**src/rtl/pwm_multi_deadtime.sv**
```systemverilog
// pwm_multi_deadtime: phase-aligned multi-channel complementary PWM with shadowed settings and dead time.
// Define PWM_CENTER_ALIGNED_EN for up/down (center-aligned) counting; edge-aligned otherwise.
module pwm_multi_deadtime #(
  parameter int CH = 4,
  parameter int R = 8,
  parameter int TIMER_BITS = 8,
  parameter int DT_BITS = 6
) (
  input  logic                  clk,
  input  logic                  reset_n,
  input  logic                  enable,
  input  logic [TIMER_BITS-1:0] FINAL_VALUE,
  input  logic [R-1:0]          period,
  input  logic [CH*(R+1)-1:0]   duty,
  input  logic [DT_BITS-1:0]    deadtime,
  output logic [CH-1:0]         pwm_hi,
  output logic [CH-1:0]         pwm_lo,
  output logic                  period_start
);
  logic [TIMER_BITS-1:0] r_pcnt;
  logic [R-1:0]          r_cnt;
  logic [R-1:0]          r_per_sh;
  logic [CH*(R+1)-1:0]   r_duty_sh;
  logic [DT_BITS-1:0]    r_dt_sh;
  logic [CH-1:0]         r_raw;
  logic [CH-1:0]         r_raw_prev;
  logic [DT_BITS-1:0]    r_dtcnt [CH];
  logic                  w_tick;
  logic                  w_wrap;
  logic [R-1:0]          w_cnt_nxt;

  assign w_tick = enable && reset_n && (r_pcnt == FINAL_VALUE);

`ifdef PWM_CENTER_ALIGNED_EN
  logic r_down;
  logic w_down_nxt;
  // cnt==0 only occurs at the valley or on the first tick after enable
  assign w_wrap = w_tick && (r_cnt == '0);
  always_comb begin
    w_down_nxt = r_down;
    w_cnt_nxt  = r_cnt - R'(1);
    if (r_cnt == '0) begin
      w_down_nxt = 1'b0;
      w_cnt_nxt  = R'(r_per_sh != '0);
    end else if (!r_down && r_cnt >= r_per_sh) begin
      w_down_nxt = 1'b1;
    end else if (!r_down) begin
      w_cnt_nxt  = r_cnt + R'(1);
    end
  end
  always_ff @(posedge clk or negedge reset_n) begin
    if (!reset_n)    r_down <= 1'b0;
    else if (!enable) r_down <= 1'b0;
    else if (w_tick) r_down <= w_down_nxt;
  end
`else
  assign w_wrap    = w_tick && (r_cnt == r_per_sh);
  assign w_cnt_nxt = w_wrap ? '0 : r_cnt + R'(1);
`endif

  assign period_start = w_wrap;

  always_ff @(posedge clk or negedge reset_n) begin
    if (!reset_n) begin
      r_pcnt <= '0;
      r_cnt  <= '0;
      r_raw  <= '0;
    end else if (!enable) begin
      r_pcnt <= '0;
      r_cnt  <= '0;
      r_raw  <= '0;
    end else begin
      r_pcnt <= w_tick ? '0 : r_pcnt + TIMER_BITS'(1);
      if (w_tick) begin
        r_cnt <= w_cnt_nxt;
        for (int i = 0; i < CH; i++)
          r_raw[i] <= {1'b0, r_cnt} < r_duty_sh[i*(R+1) +: R+1];
      end
    end
  end

  always_ff @(posedge clk or negedge reset_n) begin
    if (!reset_n) begin
      r_per_sh  <= '0;
      r_duty_sh <= '0;
      r_dt_sh   <= '0;
    end else if (!enable || w_wrap) begin
      r_per_sh  <= period;
      r_duty_sh <= duty;
      r_dt_sh   <= deadtime;
    end
  end

  // any raw edge forces both drives low and (re)starts the dead-time count
  always_ff @(posedge clk or negedge reset_n) begin
    if (!reset_n) begin
      r_raw_prev <= '0;
      pwm_hi     <= '0;
      pwm_lo     <= '0;
      for (int i = 0; i < CH; i++) r_dtcnt[i] <= '0;
    end else begin
      r_raw_prev <= r_raw;
      for (int i = 0; i < CH; i++) begin
        if (!enable) begin
          r_dtcnt[i] <= deadtime;
          pwm_hi[i]  <= 1'b0;
          pwm_lo[i]  <= 1'b0;
        end else if (r_raw[i] != r_raw_prev[i]) begin
          r_dtcnt[i] <= r_dt_sh;
          pwm_hi[i]  <= 1'b0;
          pwm_lo[i]  <= 1'b0;
        end else if (r_dtcnt[i] != '0) begin
          r_dtcnt[i] <= r_dtcnt[i] - DT_BITS'(1);
          pwm_hi[i]  <= 1'b0;
          pwm_lo[i]  <= 1'b0;
        end else begin
          pwm_hi[i]  <= r_raw[i];
          pwm_lo[i]  <= ~r_raw[i];
        end
      end
    end
  end
endmodule

```
**config.mk**
```make
export PLATFORM = sky130hd
export DESIGN_NAME = pwm_multi_deadtime
export DESIGN_NICKNAME = d
export VERILOG_FILES = /design/src/rtl/pwm_multi_deadtime.sv
export SDC_FILE = /design/constraint.sdc
export NUM_CORES = 1
export LEC_CHECK = 0
export CAP_MARGIN = 0
export CORE_MARGIN = 3
export CORE_UTILIZATION = 55
export DETAILED_ROUTE_END_ITERATION = 10
export PLACE_DENSITY = 0.82
export SYNTH_ARGS = -nofsm -noshare
export SYNTH_HDL_FRONTEND = slang
export SYNTH_SLANG_ARGS = --single-unit
export TNS_END_PERCENT = 100
```
**constraint.sdc**
```tcl
create_clock -name clk -period 6.3 [get_ports clk]
set_input_delay 1.89 -clock clk [delete_from_list [all_inputs] [get_ports clk]]
set_output_delay 1.89 -clock clk [all_outputs]
set_load 0.01 [all_outputs]
```
==> impl_results.md, run 1 <==
* Syn Nets at 616
* Hold buffer count at CTS at 0
* Rows at 36
* HP Class: reg2reg
* WL/cell at 16.3 um
* WL final at 11800 um
* GR Overflow Total at 0
* FF+latch count, synth at 106
* Core area at 9950 um^2
* Post-synthesis compound-gate area fraction at 0.108
* Layout fillers at 760
* 1st-iter DRT viols at 233
* Post-Synth Simple-Gate Area at 0.113
* Clk_skew at 0.0125 ns
* Mux share of post-synthesis cell area at 0.124
* Largest net degree at the start of global routing at 79
* Worst slew pin tran at 0.974 ns
* Postcts setup bufs at 0
* Critical Path Max Stage Delay at 0.55 ns
* Area leader, netlist: dfrtp_1
* Synth top area cells: dfrtp_1 (46%), ha_1 (8.3%), mux2_2 (5.5%)
* RSZ-0062 raised after global routing: no
* Fin crit share at 0.876
* Status: completed
* DR vias at 4059
* VDD IR max at 109 uV
* Rel. slew slack at 0.351
* Post-Synth XOR/XNOR Area at 0.0642
* Slowest-stage cell, CP: clkdlybuf4s50_1
* Syn. warnings at 0
* Most Frequent Cell on Critical Path: clkdlybuf4s50_1
* # setup viols final at 0
* Vias per inst at 5.62
* Worst-path cell chain: clkdlybuf4s50_1 > xor2_1 > nor4_2 > nand3_1 > nor2_1 > clkdlybuf4s50_1
* Main combinational cell family by area after synthesis: multiplexers
* Die Wd at 108 um
* Antenna-violating nets left at 0
* Vias in the first global route at 4159
* Largest delay share family, worst path: buffers and inverters
* HPWL after DPL at 8470 um
* I/O Buffers at 69
* Dpl ws at 0.766 ns
* Final Max Tran Viols at 0
* Clock buffer count from CTS at 9
* Max Freq at 181 MHz
* Synth top cells by count: dfrtp_1 (106), nor2_1 (43), inv_1 (40)
* CTS sink count at 106
* Adder-cell share of the synthesized area at 0.0829
* Post-route minimum period at 5.52 ns
* Post-synth EDFFs at 0
* CTS tree: yes
* Post-layout util at 0.673
* Final WS setup at 0.784 ns
* Critical Path End Type: primary output
* Top-count cell post-synth: dfrtp_1
* Synth cell types at 47
* Longest Clk Path Bufs at 2
* Total negative slack at 0 ns
* Leak at 3.11 nW
* Starting Density at 0.576
* Share of the synthesized area in the top cell type at 0.463
* Max capacitance violation total at 0
* Power Density at 214 nW/um^2
* Num ports at 70
* Gr usage total at 0.220
* Required time of the critical path at 4.41 ns
* Arr. time, crit path at 3.63 ns
* Cells after synthesis at 517
* DRC at 0
* Bufs and invs on worst path at 2
* Area delta synth->final at 16.8%
* Post-synthesis sequential area ratio at 0.463
* Ant. Diodes at 0
* CTS resizes at 0
* TritonRoute pass-1 iters at 4
* NumNets Final at 683
* Final non-filler cell total at 722
* CTS H-Tree Depth at 3
* Async S/R FF share, synth at 1.00
* RePlAce Congestion at 0.832
* Worst-Skew Late Latency at 0.38 ns
* Crit path kind: in2out
* Worst-path fanout max at 2
* Final hold violations at 0
* CP startpoint kind: input pin
* First-pass GRT wire length at 20100 um
* Share of cells above drive strength 1 at 0.126
* Die Area at 11700 um^2
* Clock Pin Slew Worst Setup and Hold Paths at 0.09 ns
* CTS Root Cell: clkbuf_8
* # placed instances at 706
* Syn Std Cell Area at 5730 um^2
* Syn_area_per_cell at 11.1 um^2
* Die height at 108 um
* Synth Flop Type: dfrtp_1
* Initial antenna violation count at 0
[logic make-up (layout without fill, tap and decap cells)]
logic type / Yosys count / after routing
mux: 57 / 57
fa+ha+maj: 38 / 38
simple gates: 127 / 127
flops: 106 / 106
buf+inv: 58 / 130
compound gates: 89 / 89
xor+xnor: 42 / 42
[sequential cells by signal, summed over array words and instances (netlist names)]
name / cells
r_raw: 4
pwm_lo: 4
r_duty_sh: 36
r_dtcnt: 24
r_per_sh: 8
pwm_hi: 4
r_cnt: 8
r_dt_sh: 6
r_raw_prev: 4
r_pcnt: 8
[cell type report]
type,count,area (um^2),share of cell area
timing repair buffer,74,721,0.108
clock inverter,5,37.5,0.00560
multi-input combinational,353,2820,0.421
sequential,106,2650,0.396
tap,133,166,0.0248
inverter,40,150,0.0224
clock buffer,11,151,0.0226
[worst register-to-register path: stages, from the launching register on]
cell     delay, ns
dfrtp_1       0.64
xnor2_1       0.17
nand4_1       0.12
or2_1         0.38
o21ai_4       0.73
buf_4         0.41
mux2_4        0.34
[power by group]
part / leakage [nW] / switching, mW / internal, mW
logic: 1.72 / 0.109 / 0.142
clock network: 0.0919 / 0.234 / 0.167
registers: 1.30 / 0.0479 / 0.736
total: 3.11 / 0.392 / 1.04
[routing by layer]
metal / routed length, um / vias to the layer above / track usage
li1: - / 1967 / -
met1: 5330 / 1969 / 0.290
met2: 5720 / 102 / 0.365
met3: 495 / 21 / 0.0328
met4: 255 / 0 / 0.0902
met5: 0 / - / 0
[final timing paths]
path / from / endpoint / slack [ns] / cells after the start
min in group asynchronous: reset_n / pwm_hi[0]$_DFF_PN0_ / 1.42 / 1
max in group asynchronous: reset_n / pwm_lo[3]$_DFF_PN0_ / 3.57 / 2
worst min-delay path: r_raw[3]$_DFFE_PN0P_ / r_raw_prev[3]$_DFF_PN0_ / 0.47 / 0
worst max-delay path: FINAL_VALUE[7] / period_start / 0.78 / 6
worst max register to register: r_cnt[3]$_DFFE_PN0P_ / r_duty_sh[12]$_DFFE_PN0P_ / 3.39 / 6
worst min register to register: r_raw[3]$_DFFE_PN0P_ / r_raw_prev[3]$_DFF_PN0_ / 0.47 / 0
[per-stage QoR]
step                      power [mW]  hold slack, ns  instance area, um^2
after floorplan                0.955           0.423                 5730
after global placement          1.03           0.444                 6510
after detailed placement        1.05           0.454                 6510
after CTS                       1.45           0.475                 6700
after global routing            1.52           0.498                 6700
final                           1.44           0.469                 6700
[layout by cell type (no fill, tap or decap), types with 6 or more instances in the layout]
cell             instances
mux2i_1                  7
inv_1                   40
buf_4                    6
mux2_4                  20
dfrtp_1                106
o21ai_0                  6
nand2_1                 19
a21oi_1                 25
clkbuf_8                11
xor2_1                  13
nor3_1                  13
and3_1                  12
clkdlybuf4s50_1         67
a211oi_1                23
ha_1                    38
xnor2_1                 29
a21o_1                   9
mux2_2                  28
nand3_1                 14
nor2_1                  43
No activity file was read; power rests on OpenSTA's default activity.
==> run 2: changes to the inputs <==
--- a/config.mk
+++ b/config.mk
@@ -6,10 +6,14 @@
 export NUM_CORES = 1
 export LEC_CHECK = 0
 export CAP_MARGIN = 0
+export CELL_PAD_IN_SITES_DETAIL_PLACEMENT = 0
+export CELL_PAD_IN_SITES_GLOBAL_PLACEMENT = 2
 export CORE_MARGIN = 3
-export CORE_UTILIZATION = 55
+export CORE_UTILIZATION = 40
+export CTS_CLUSTER_DIAMETER = 80
 export DETAILED_ROUTE_END_ITERATION = 10
-export PLACE_DENSITY = 0.82
+export PLACE_DENSITY = 0.89
+export SKIP_CTS_REPAIR_TIMING = 1
 export SYNTH_ARGS = -nofsm -noshare
 export SYNTH_HDL_FRONTEND = slang
 export SYNTH_SLANG_ARGS = --single-unit
==> impl_results.md, run 2 (synthesis gave the netlist of run 1 again) <==
* Layout fillers at 1274 (was 760)
* Sequential cell area at 2650 um^2 (unchanged)
* Post-layout util at 0.493 (was 0.673)
* CTS tree: yes (unchanged)
* Crit path kind: in2out (unchanged)
* Largest registers: r_duty_sh: 36 flops, r_dtcnt: 24 flops (unchanged)
* Final Max Tran Viols at 0 (unchanged)
* Largest net degree at the start of global routing at 70 (was 79)
* Clock Pin Slew Worst Setup and Hold Paths at 0.07 ns (was 0.09 ns)
* Required time of the critical path at 4.41 ns (about the same)
* Share of cells above drive strength 1 at 0.122 (was 0.126)
* Commonest non-fill, non-tap cells in the layout: dfrtp_1 (106), clkdlybuf4s50_1 (67), nor2_1 (43), inv_1 (40), ha_1 (38) (unchanged)
* Core area at 13900 um^2 (was 9950 um^2)
* GR Util met2 at 0.261 (was 0.365)
* Critical Path End Type: primary output (unchanged)
* Ant. Diodes at 0 (unchanged)
* Vias per inst at 5.19 (was 5.62)
* 1st-iter DRT viols at 228 (was 233)
* WL/cell at 15.9 um (was 16.3 um)
* Max reg flops at 36 (unchanged)
* Worst-Skew Late Latency at 0.35 ns (was 0.38 ns)
* WL final at 12200 um (was 11800 um)
* Met3 Usage GRT at 0.0293 (was 0.0328)
* Critical Path Max Stage Delay at 0.55 ns (about the same)
* Max Freq at 180 MHz (was 181 MHz)
* Reg2Reg Launch Point: r_cnt[2]$_DFFE_PN0P_ (was r_cnt[3]$_DFFE_PN0P_)
* CTS Root Cell: clkbuf_16 (was clkbuf_8)
* Hold Startpoint: r_raw[0]$_DFFE_PN0P_ (was r_raw[3]$_DFFE_PN0P_)
* Slowest-stage cell, CP: clkdlybuf4s50_1 (unchanged)
* HPWL after DPL at 8750 um (was 8470 um)
* Longest Clk Path Bufs at 2 (unchanged)
* Clock buffer count from CTS at 9 (unchanged)
* Power Density at 229 nW/um^2 (was 214 nW/um^2)
* Most Frequent Cell on Critical Path: clkdlybuf4s50_1 (unchanged)
* # setup viols final at 0 (unchanged)
* Worst-path cell chain: clkdlybuf4s50_1 > xor2_1 > nor3_1 > nand3_1 > nor2_1 > clkdlybuf4s50_1 (was clkdlybuf4s50_1 > xor2_1 > nor4_2 > nand3_1 > nor2_1 > clkdlybuf4s50_1)
* Total negative slack at 0 ns (unchanged)
* RSZ-0062 raised after global routing: no (unchanged)
* Die height at 126 um (was 108 um)
* Starting Density at 0.411 (was 0.576)
* Largest Register: r_duty_sh (unchanged)
* Clk_skew at 0.00794 ns (was 0.0125 ns)
* HP Class: reg2reg (unchanged)
* I/O Buffers at 69 (unchanged)
* DR vias at 3988 (was 4059)
* Status: completed (unchanged)
* Antenna-violating nets left at 0 (unchanged)
* Rel. slew slack at 0.407 (was 0.351)
* Die Area at 15800 um^2 (was 11700 um^2)
* Fin crit share at 0.880 (was 0.876)
* DRC at 0 (unchanged)
* Critical path launch point: FINAL_VALUE[6] (was FINAL_VALUE[7])
* Vias in the first global route at 4065 (was 4159)
* Max capacitance violation total at 0 (unchanged)
* Rows at 43 (was 36)
* Num ports at 70 (unchanged)
* Routing usage on met1 at 0.218 (was 0.290)
* CTS sink count at 106 (unchanged)
* VDD IR max at 125 uV (was 109 uV)
* Leak at 3.17 nW (was 3.11 nW)
* Gr usage total at 0.161 (was 0.220)
* Area delta synth->final at 19.8% (was 16.8%)
* CP startpoint kind: input pin (unchanged)
* Commonest non-fill, non-tap cell in the layout: dfrtp_1 (unchanged)
* Worst-path fanout max at 2 (unchanged)
* Worst slew pin tran at 0.889 ns (was 0.974 ns)
* NumNets Final at 683 (unchanged)
* Initial antenna violation count at 0 (unchanged)
* Arr. time, crit path at 3.65 ns (was 3.63 ns)
* RePlAce Congestion at 0.784 (was 0.832)
* CTS H-Tree Depth at 3 (unchanged)
* Multi-input logic area at 2820 um^2 (unchanged)
* Bufs and invs on worst path at 2 (unchanged)
* Post-route minimum period at 5.54 ns (was 5.52 ns)
* GR Overflow Total at 0 (unchanged)
* Die Wd at 126 um (was 108 um)
* First-pass GRT wire length at 20600 um (was 20100 um)
* Largest delay share family, worst path: buffers and inverters (unchanged)
* Most crowded layer after global routing: met2 (unchanged)
* Final hold violations at 0 (unchanged)
* TritonRoute pass-1 iters at 4 (unchanged)
-- run 2: cell count changes in the layout (fill, tap and decap cells not counted) --
cell        delta
clkinv_4       -1
clkbuf_8       -8
clkinv_2       +1
buf_12         +1
clkinvlp_4     -2
clkbuf_1       +2
inv_6          -1
buf_4          -1
clkbuf_16      +9
-- run 2: cell type report --
class / instances / share of cell area
Multi-Input combinational cell: 353 / 0.411
Sequential cell: 106 / 0.386
Timing Repair Buffer: 74 / 0.107
Clock buffer: 14 / 0.0399
Tap cell: 180 / 0.0328
Inverter: 40 / 0.0219
Clock inverter: 2 / 0.00146
-- run 2: path summary, 6_finish.rpt --
check,cells after the start,end,slack (ns)
min,0,r_raw_prev[0]$_DFF_PN0_,0.46
max in group asynchronous,3,r_duty_sh[33]$_DFFE_PN0P_,3.41
min in group asynchronous,2,pwm_hi[2]$_DFF_PN0_,1.63
max,6,period_start,0.76
max reg2reg,6,r_duty_sh[20]$_DFFE_PN0P_,3.67
min reg2reg,0,r_raw_prev[0]$_DFF_PN0_,0.46
-- run 2: metrics by stage --
stage | cells | hold slack, ns | setup WS [ns] | cell area [um^2] | power [mW]
finish | 769 | 0.464 | 0.756 | 6870 | 1.58
global route | 769 | 0.494 | 0.643 | 6870 | 1.66
CTS | 769 | 0.471 | 0.728 | 6870 | 1.60
detailed placement | 753 | 0.453 | 0.730 | 6580 | 1.05
global placement | 753 | 0.445 | 0.766 | 6580 | 1.04
floorplan | 517 | 0.423 | 1.53 | 5730 | 0.955
-- run 2: where the power goes --
group / total (mW) / switching [mW] / internal, mW
combinational: 0.251 / 0.109 / 0.142
sequential: 0.783 / 0.0470 / 0.736
clock: 0.541 / 0.241 / 0.300
total: 1.58 / 0.397 / 1.18
-- run 2: per-layer routing --
| layer | part of all wire | up-vias |
|---|---|---|
| li1 | - | 1961 |
| met1 | 0.47 | 1945 |
| met2 | 0.47 | 68 |
| met3 | 0.032 | 14 |
| met4 | 0.019 | 0 |
| met5 | 0 | - |
==> RTL change (flow settings as in run 2) <==
`TIMER_BITS`: 8 -> 12.
--- a/src/rtl/pwm_multi_deadtime.sv
+++ b/src/rtl/pwm_multi_deadtime.sv
@@ -3,7 +3,7 @@
 module pwm_multi_deadtime #(
   parameter int CH = 4,
   parameter int R = 8,
-  parameter int TIMER_BITS = 8,
+  parameter int TIMER_BITS = 12,
   parameter int DT_BITS = 6
 ) (
   input  logic                  clk,
Ports: changed (resized FINAL_VALUE); port bits go from 70 to 74. The function was not compared with the original's and may differ.
==> RTL change against run 2 <==
- wire length increased by 6.1%
- power up 1.3%
- via count is 6.0% higher
- design area up 3.3%
- synthesized area increased by 3.4%
- non-clock buffer count is 4 higher
- setup slack worse by 0.42 ns
- critical endpoint unchanged
- die area rose by 3.3%
- critical path type unchanged
- count of clock-buffer cells in the layout shrank 1
- critical path depth is the same
- sequential cell count increased by 4
- largest cell class unchanged
==> RTL change: results (changes against run 2) <==
share of power burned in registers - 50.6% (+0.9 points)
hold slack - 0.463 ns (-0.000600 ns)
GRT Overall Usage - 17.0% (+0.83 points)
top cells by area, synth - dfrtp_1 46%, ha_1 8.0%, mux2_2 7.6%
register area share after synthesis - 46.4% (+0.15 points)
Vias/cell - 5.30 (+2.1%)
post-layout worst setup margin - 0.335 ns (-0.421 ns)
Max stage delay cell, worst path - or4_1
total wire length - 13.0 mm (+6.1%)
share of layout cells above drive strength 1 - 12.0% (-0.25 points)
Worst Setup SP - FINAL_VALUE[0]
sw frac - 25.4% (+0.14 points)
CP peak stage delay - 0.62 ns (+0.07 ns)
status - complete, no violations
DR WL met2 - 6.20 mm (+7.0%)
fill count - 1,344 (+5.5%)
worst r2r dst - r_per_sh[1]
PortBufs - 73 (+5.8%)
RD Place Congestion - 0.786 (+0.31%)
Logic power comb - 0.000250 W (about the same)
vias in the first global route - 4,412 (+8.5%)
LEAKAGE - 3.20 nW (+1.1%)
DP HPWL - 9.17 mm (+4.7%)
Clock Skew - 0.00861 ns (+0.000675 ns)
Reg2Reg Depth - 7 (+1)
r2r startpoint - r_pcnt[5]
crit path DAT - 4.07 ns (+0.42 ns)
reg2reg setup slack - 3.27 ns (-0.40 ns)
Slew HR - 40.1% (-0.66 points)
Initial DRC Count - 304 (+33%)
hold path endpoint - r_raw_prev[0]
Final #Nets - 716 (+4.8%)
Peak supply drop - 137 uV (+9.5%)
DP Worst Slack - 0.245 ns (-0.485 ns)
## RTL change: cell types whose count changed in the layout (fill, tap and decap cells not counted), moves of 4 or more
cell / delta
clkdlybuf4s50_1: +4
mux2_4: -10
dfrtp_1: +4
nand3_1: +6
mux2_2: +12
xor2_1: +6
o22ai_1: +7
nand2_1: +8
## RTL change: through the flow
stage | power, W | instance area (um2) | cells
2_1_floorplan | 0.000974 | 5930 | 545
3_3_place_gp | 0.00106 | 6810 | 782
3_5_place_dp | 0.00107 | 6810 | 782
4_1_cts | 0.00162 | 7090 | 798
5_1_grt | 0.00169 | 7090 | 798
6_report | 0.00160 | 7090 | 798
## RTL change: routing by layer
| layer | vias up | track usage (%) |
|---|---|---|
| met5 | - | 0 |
| met4 | 0 | 4.68 |
| met3 | 13 | 4.92 |
| met2 | 96 | 27.3 |
| met1 | 2061 | 22.5 |
| li1 | 2056 | - |
## RTL change: cells by family (layout without fill, tap and decap cells)
logic type | count (synthesis) | after routing | synth area share [%]
xor gates and xnor gates | 50 | 50 | 7.38
and+or+nand+nor | 146 | 146 | 12.6
AOI/OAI and AO/OA | 85 | 85 | 9.81
adders and majority gates | 38 | 38 | 8.02
buffers and inverters | 58 | 131 | 4.32
muxes | 58 | 58 | 11.5
DFF | 110 | 110 | 46.4
## RTL change: cell type report
| type | count | share of cell area (%) |
|---|---|---|
| sequential | 110 | 38.8 |
| multi-input combinational | 377 | 41.2 |
| tap | 180 | 3.18 |
| timing repair buffer | 78 | 10.9 |
| clock inverter | 3 | 0.265 |
| inverter | 37 | 1.96 |
| clock buffer | 13 | 3.67 |
